File: src/rtl/chicken_mover.sv
// chicken_mover: moves each player's chicken around the track and pulses next_turn on a mismatch; define TAIL_STEAL_EN to enable tail stealing and winning
module chicken_mover #(
    parameter int TRACK_LEN = 24,
    parameter int POS_W     = 5
) (
    input  logic               clk,
    input  logic               rst,
    input  logic [1:0]         n_players_i,
    input  logic [1:0]         turn_i,
    input  logic               move_req_i,
    input  logic               match_i,
    output logic               busy_o,
    output logic               next_turn_o,
    output logic [4*POS_W-1:0] pos_flat_o,
    output logic [11:0]        tails_flat_o,
    output logic               winner_valid_o,
    output logic [1:0]         winner_id_o
);
`ifdef TAIL_STEAL_EN
    localparam bit STEAL = 1'b1;
`else
    localparam bit STEAL = 1'b0;
`endif
    typedef enum logic [1:0] {IDLE, TURN, STEP, CHECK} state_t;
    state_t           state_q, state_d;
    logic [POS_W-1:0] pos_q [4];
    logic [POS_W-1:0] pos_d [4];
    logic [2:0]       tails_q [4];
    logic [2:0]       tails_d [4];
    logic [POS_W-1:0] tgt_q, tgt_d;
    logic [1:0]       cur_q, cur_d;
    logic [2:0]       nact_q, nact_d;
    logic             next_turn_q, next_turn_d;
    logic             winner_valid_q, winner_valid_d;
    logic [1:0]       winner_id_q, winner_id_d;
    logic [2:0]       nact_in;
    logic             accept, occ;
    logic [1:0]       occ_id;

    function automatic logic [POS_W-1:0] wrap_inc(input logic [POS_W-1:0] t);
        return (t == POS_W'(TRACK_LEN - 1)) ? '0 : t + 1'b1;
    endfunction

    assign nact_in = (n_players_i == 2'b00) ? 3'd2 : (n_players_i == 2'b01) ? 3'd3 : 3'd4;
    assign accept  = move_req_i && (state_q == IDLE) && !winner_valid_q && ({1'b0, turn_i} < nact_in);

    // Chickens never share a tile, so at most one active occupant matches
    always_comb begin
        occ    = 1'b0;
        occ_id = '0;
        for (int q = 0; q < 4; q++)
            if (q < int'(nact_q) && 2'(q) != cur_q && pos_q[q] == tgt_q) begin
                occ    = 1'b1;
                occ_id = 2'(q);
            end
    end

    always_comb begin
        state_d        = state_q;
        pos_d          = pos_q;
        tails_d        = tails_q;
        tgt_d          = tgt_q;
        cur_d          = cur_q;
        nact_d         = nact_q;
        next_turn_d    = 1'b0;
        winner_valid_d = winner_valid_q;
        winner_id_d    = winner_id_q;
        case (state_q)
            IDLE: if (accept) begin
                cur_d       = turn_i;
                nact_d      = nact_in;
                next_turn_d = !match_i;
                tgt_d       = wrap_inc(pos_q[turn_i]);
                state_d     = match_i ? STEP : TURN;
            end
            TURN: state_d = IDLE;
            STEP: if (occ) begin
                if (STEAL) begin
                    tails_d[cur_q]  = tails_q[cur_q] + tails_q[occ_id];
                    tails_d[occ_id] = '0;
                end
                tgt_d = wrap_inc(tgt_q);
            end else begin
                pos_d[cur_q] = tgt_q;
                state_d      = CHECK;
            end
            CHECK: begin
                if (STEAL && tails_q[cur_q] == nact_q) begin
                    winner_valid_d = 1'b1;
                    winner_id_d    = cur_q;
                end
                state_d = IDLE;
            end
            default: state_d = IDLE;
        endcase
    end

    always_ff @(posedge clk or posedge rst) begin
        if (rst) begin
            state_q <= IDLE;
            for (int p = 0; p < 4; p++) begin
                pos_q[p]   <= POS_W'(p * TRACK_LEN / 4);
                tails_q[p] <= 3'd1;
            end
            tgt_q          <= '0;
            cur_q          <= '0;
            nact_q         <= 3'd2;
            next_turn_q    <= 1'b0;
            winner_valid_q <= 1'b0;
            winner_id_q    <= '0;
        end else begin
            state_q        <= state_d;
            pos_q          <= pos_d;
            tails_q        <= tails_d;
            tgt_q          <= tgt_d;
            cur_q          <= cur_d;
            nact_q         <= nact_d;
            next_turn_q    <= next_turn_d;
            winner_valid_q <= winner_valid_d;
            winner_id_q    <= winner_id_d;
        end
    end

    for (genvar p = 0; p < 4; p++) begin : g_flat
        assign pos_flat_o[p*POS_W +: POS_W] = pos_q[p];
        assign tails_flat_o[p*3 +: 3]       = tails_q[p];
    end

    assign busy_o         = (state_q != IDLE);
    assign next_turn_o    = next_turn_q;
    assign winner_valid_o = winner_valid_q;
    assign winner_id_o    = winner_id_q;
endmodule

File: config.mk
export PLATFORM = sky130hd
export DESIGN_NAME = chicken_mover
export DESIGN_NICKNAME = d
export VERILOG_FILES = /design/src/rtl/chicken_mover.sv
export SDC_FILE = /design/constraint.sdc
export NUM_CORES = 1
export LEC_CHECK = 0
export ABC_AREA = 0
export ABC_CLOCK_PERIOD_IN_PS = 2300
export CAP_MARGIN = 10
export CORE_UTILIZATION = 51
export DETAILED_ROUTE_END_ITERATION = 8
export GPL_TIMING_DRIVEN = 1
export PLACE_DENSITY = 0.91
export SYNTH_ARGS = -nofsm -noshare
export SYNTH_HDL_FRONTEND = slang
export SYNTH_SLANG_ARGS = --single-unit
File: constraint.sdc
create_clock -name clk -period 2.3 [get_ports clk]
set_input_delay 0.46 -clock clk [delete_from_list [all_inputs] [get_ports clk]]
set_output_delay 0.46 -clock clk [all_outputs]
set_load 0.05 [all_outputs]
Yosys cells after proc, flatten, opt, wreduce, memory -nomap -nowiden
Index checks and enable logic that the tools add are counted.
{ "word_totals": {"ff_bits": 33, "elab_cells": 83} }
{ "op_classes": {"addsub": 2, "magnitude_cmp": 8, "eq_ne": 16, "muxes": 23, "bitwise": 3, "reduce_logical": 22} }
{ "op_table": {"columns": ["cell", "n"], "rows": [
  ["$mux 5", 7],
  ["$bwmux 20", 1],
  ["$eq 5x5->1", 4],
  ["$logic_and 1x1->1", 11],
  ["$add 5x1->5 const B", 2],
  ["$bmux 5 s2", 1],
  ["$demux 5 s2", 1],
  ["$eq 5x5->1 const B", 2],
  ["$pmux 5 s2", 1],
  ["$ge 3x3->1 const B", 2],
  ["$lt 1x3->1 const A", 2],
  ["$lt 2x3->1 const A", 2],
  ["$mux 1", 6],
  ["$mux 2", 3],
  ["$mux 3", 2],
  ["$ne 2x2->1 const B", 3],
  ["$not 2->3", 2],
  ["$pmux 2 s3", 1],
  ["$reduce_and 2->1", 3],
  ["$reduce_bool 2->1", 3],
  ["$eq 2x1->1 const B", 2],
  ["$eq 2x2->1 const B", 2],
  ["$logic_not 2->1", 2],
  ["$ne 2x2->1 const A", 2],
  ["7 further kinds", 7]
]} }

Depth between registers and ports, before layout
{ "logic_depth": {"word_depth": 9, "mapped_depth": 8} }

Worst setup path before layout
Ideal clock, no wire load.
{ "synth_path": {"kind": "reg2reg", "startpoint": "register pos_q, in the netlist pos_flat_o[6]", "endpoint": "register pos_q, in the netlist pos_flat_o[0]", "setup_ps": 125, "arrival_ps": 2122, "slack_ps": 53, "stages_incl_launch_ff": 8, "path_buffers": 1, "period_less_slack_ps": 2247, "path_cell_list": "dfstp_2 -> xor2_1 -> nor4_1 -> o2111ai_1 -> nand4_4 -> or4_4 -> buf_6 -> mux2_4"} }
{ "synth_between": {"elab_chain_cells": 7} }
{ "synth_lines": {"columns": ["element", "line_no", "source"], "rows": [
  ["start: declaration", "26", "logic [POS_W-1:0] pos_q [4];"],
  ["start signal: indexed assignment", "102", "pos_q[p] <= POS_W'(p * TRACK_LEN / 4);"],
  ["start signal: assignment", "113", "pos_q <= pos_d;"],
  ["$eq 5x5->1", "52", "if (q < int'(nact_q) && 2'(q) != cur_q && pos_q[q] == tgt_q) begin"],
  ["$logic_and 1x1->1", "52", null],
  ["$mux 1 (3 in a row)", "52", null],
  ["$not 1->1 (no source line)", null, null],
  ["$reduce_and 2->1 (no source line)", null, null]
]} }
Every way passes these cells.
A chain may end at the register's enable or synchronous reset.

Worst setup path after layout
{ "layout_path": {"startpoint": "input port turn_i[0]", "endpoint": "register tgt_q[4]"} }
{ "layout_between": {"elab_chain_cells": 8} }
{ "layout_lines": {"columns": ["element", "line_no", "source"], "rows": [
  ["start: declaration", "9", "input logic [1:0] turn_i,"],
  ["$not 2->3 (implied by the code)", "73", "tgt_d = wrap_inc(pos_q[turn_i]);"],
  ["$bmux 5 s2", "73", null],
  ["$mux 5 (implied by the code) (2 in a row)", "73", null],
  ["$add 5x1->5 or $eq 5x5->1 (tied branches)", "41", "return (t == POS_W'(TRACK_LEN - 1)) ? '0 : t + 1'b1;"],
  ["$mux 5", "41", null],
  ["$mux 5", "69", "IDLE: if (accept) begin"],
  ["$pmux 5 s2", "68", "case (state_q)"],
  ["end signal: assignment", "115", "tgt_q <= tgt_d;"],
  ["end: declaration", "30", "logic [POS_W-1:0] tgt_q, tgt_d;"]
]} }
Parallel ways exist; a longest one is shown, timed or not. The select of a mux whose other input is x is not followed.

==> impl_metrics.csv <==
group,metric,value,unit
cts,clockBufferDepth,2,
final_layout,drive_gt1_frac,0.3235,
worst_hold_path,min_path_cells,1,
drt,drt-initial-drc-count,88,
critical_path,cp-start-kind,"input port",
die,coreArea,0.004000,sq mm
sta,finalHoldViolations,0,
cts,clkLatencyLatePin,0.29,ns
critical_path,worstPathCellList,"clkdlybuf4s50_1, buf_6, mux4_2, ha_2, nand2_1, nor3b_1, a21oi_1, o22ai_1, a22o_1",
drt,drc,0,
drt,dr.pass1.iters,6,
grt,grt_max_degree,34,
critical_path,critPathMaxFanout,6,
sta,period_share,0.9583,
placement,pre_cts_ws,-0.2445,ns
yosys,async_flop_share,1.000,
final_layout,fin_nets,247,
sta,rsz0062_at_grt,"no",
yosys,synth.top_cell.area_share,0.3082,
cts,hold_buffers,0,
critical_path,crit_start,"turn_i[0]",
critical_path,worstReg2RegEnd,"pos_flat_o[11]$_DFFE_PP0P_",
yosys,yosysWarnings,0,
sta,worst_slack,0.09583,ns
yosys,synth_edf_count,0,
drt,via_per_inst,5.583,
die,initial_utilization,0.5277,
critical_path,worstPathRequired,2.48,ns
sta,setup_viol,0,
yosys,synth-main-ff-cell,"dfrtp_1",
yosys,seq_area_frac_synth,0.3954,
die,dieHeight,66.34,um
yosys,syn_avg_cell_area,11.11,sq um
final_layout,antennaDiodeCount,0,
drt,drt_wl_total,4608,um
sta,tightestPinTransition,0.5198,ns
die,rows,23,
sta,slew_violations,0,
worst_hold_path,min_from,"state_q[0]$_DFFE_PP0P_",
die,die_x,66.34,um
drt,vias,1608,
grt,grt.total_usage,0.2440,
yosys,synth_seq_cells,33,
cts,clkTransAtPathRegs,0.07,ns
flow_run,maxCapViolations,0,
sta,period_needed,2.204,ns
critical_path,crit_buf_inv,2,
grt,antenna_found_initial,0,
yosys,yosysMostFrequentCell,"dfrtp_1",
sta,relSlewSlack,0.6524,
critical_path,timing.rr.start,"tgt_q[3]$_DFFE_PP0P_",
yosys,netlist_area,0.002111,sq mm
final_layout,area_growth,24.54,%
sta,skew,0.006638,ns
cts,clock-sinks,33,
drt,wl_per_cell,16.00,um
critical_path,rrSetupSlack,0.1,ns
cts,cts_tree,"yes",
yosys,synth_commonest_cells,"dfrtp_1, mux2_2, buf_4",
critical_path,cp-end-kind,"flop",
cts,cts_max_level,2,
worst_hold_path,worstHoldPathType,"flop to flop",
critical_path,max_stage_delay,0.52,ns
placement,gp_congestion,0.9218,
grt,grt_pass1_wl,7714,um
drt,drtAntennaViolNets,0,
yosys,synth_top_cell_by_area,"dfrtp_1",
critical_path,reg2regPathDepth,8,
yosys,synthTopCellsByArea,"dfrtp_1, mux2_2, dfstp_2",
worst_hold_path,min_to,"state_q[0]$_DFFE_PP0P_",
critical_path,cpLargestDelayFamily,"buffers and inverters",
yosys,synth.distinct_cells,40,
yosys,synthCells,190,
critical_path,critPathSlowestCell,"mux4_2",
grt,grt_pass1_vias,1552,
run_status,status,"completed",
cts,cts_root_buf,"clkbuf_8",
die,ios,45,
grt,grt-ovfl-total,0,
critical_path,cp.arrival,2.38,ns
sta,fmax,0.4537,GHz
placement,port_buffers,29,
placement,dpl.hpwl,3426,um
cts,cts_buffers,5,
die,dieArea,0.004400,sq mm
critical_path,worstSetupPathType,"input port to flop",
worst reg2reg max path: cells and delay by family, from the launching register on:
| kind | cells | cell delay (ns) |
|---|---|---|
| muxes | 1 | 0.38 |
| buffers and inverters | 2 | 0.32 |
| xor gates and xnor gates | 1 | 0.18 |
| AOI/OAI and AO/OA | 1 | 0.10 |
| and+or+nand+nor | 3 | 0.57 |
| DFF | 1 | 0.52 |
placed cells by master (no fill, tap or decap), types with 7 or more instances in the layout:
master / count
a21oi_1: 9
buf_4: 22
clkdlybuf4s50_1: 29
conb_1: 15
dfrtp_1: 24
dfstp_2: 7
mux2_2: 17
nand2_1: 12
o21ai_0: 9
xnor2_1: 9
xor2_1: 13
registers in the layout, summed over array words and instances (netlist names):
signal,count
next_turn_o,1
cur_q,2
tgt_q,5
nact_q,3
pos_flat_o,20
state_q,2
logic make-up (layout without fill, tap and decap cells):
logic type      count (synthesis)  in the layout  synth area share
mux                            27             27            0.1796
xor+xnor                       22             22           0.09129
simple gates                   45             45            0.1310
flops                          33             33            0.3954
compound gates                 30             30           0.09010
fa+ha+maj                       2              2           0.01185
other cells                     2             15          0.003558
buf+inv                        29             64           0.09721
final cells by class:
type / instances / area, sq um
fillers: 306 / 1371
clock inverters: 3 / 46.29
well taps: 50 / 62.56
inverters: 4 / 15.01
flip-flops and latches: 33 / 837.1
clock buffers: 5 / 68.82
repair buffers: 52 / 466.7
multi-input cells: 141 / 1132
worst max path at each step:
stage / end / slack, ns / cells past startpoint
2_1_floorplan: pos_flat_o[0]$_DFFE_PP0P_ / 0.05 / 7
3_3_place_gp: tgt_q[4]$_DFFE_PP0P_ / -0.18 / 9
3_5_place_dp: tgt_q[4]$_DFFE_PP0P_ / -0.24 / 9
4_1_cts: tgt_q[4]$_DFFE_PP0P_ / 0.05 / 9
5_1_grt: tgt_q[4]$_DFFE_PP0P_ / 0.003 / 9
6_report: tgt_q[4]$_DFFE_PP0P_ / 0.1 / 9
metal layers:
layer	share of wire	vias up	GRT usage	routed length (um)
li1	-	739	-	-
met1	0.42	815	0.2873	1936
met2	0.52	48	0.4337	2394
met3	0.047	6	0.05690	216
met4	0.013	0	0.07979	61
met5	0	-	0	0
repair_timing:
| item | CTS | global route |
|---|---|---|
| gates resized for setup | 2 | 4 |
| setup endpoints to repair | 8 | 2 |
| pin swaps | 0 | 1 |
| buffers inserted | 0 | 0 |
stage by stage:
stage,std cells,TNS [ns],area [sq um],utilization,hold slack (ns)
floorplan,203,0,2160,-,0.4513
global placement,280,-0.6254,2495,0.6237,0.4786
detailed placement,280,-0.8785,2495,0.6237,0.4832
CTS,288,0,2620,0.6550,0.4976
global route,288,0,2629,0.6572,0.5338
finish,288,0,2629,0.6572,0.4930
Power is left out: the tool's default activity adds up to more than one toggle a clock period on the data nets, which glitch-free logic cannot reach.
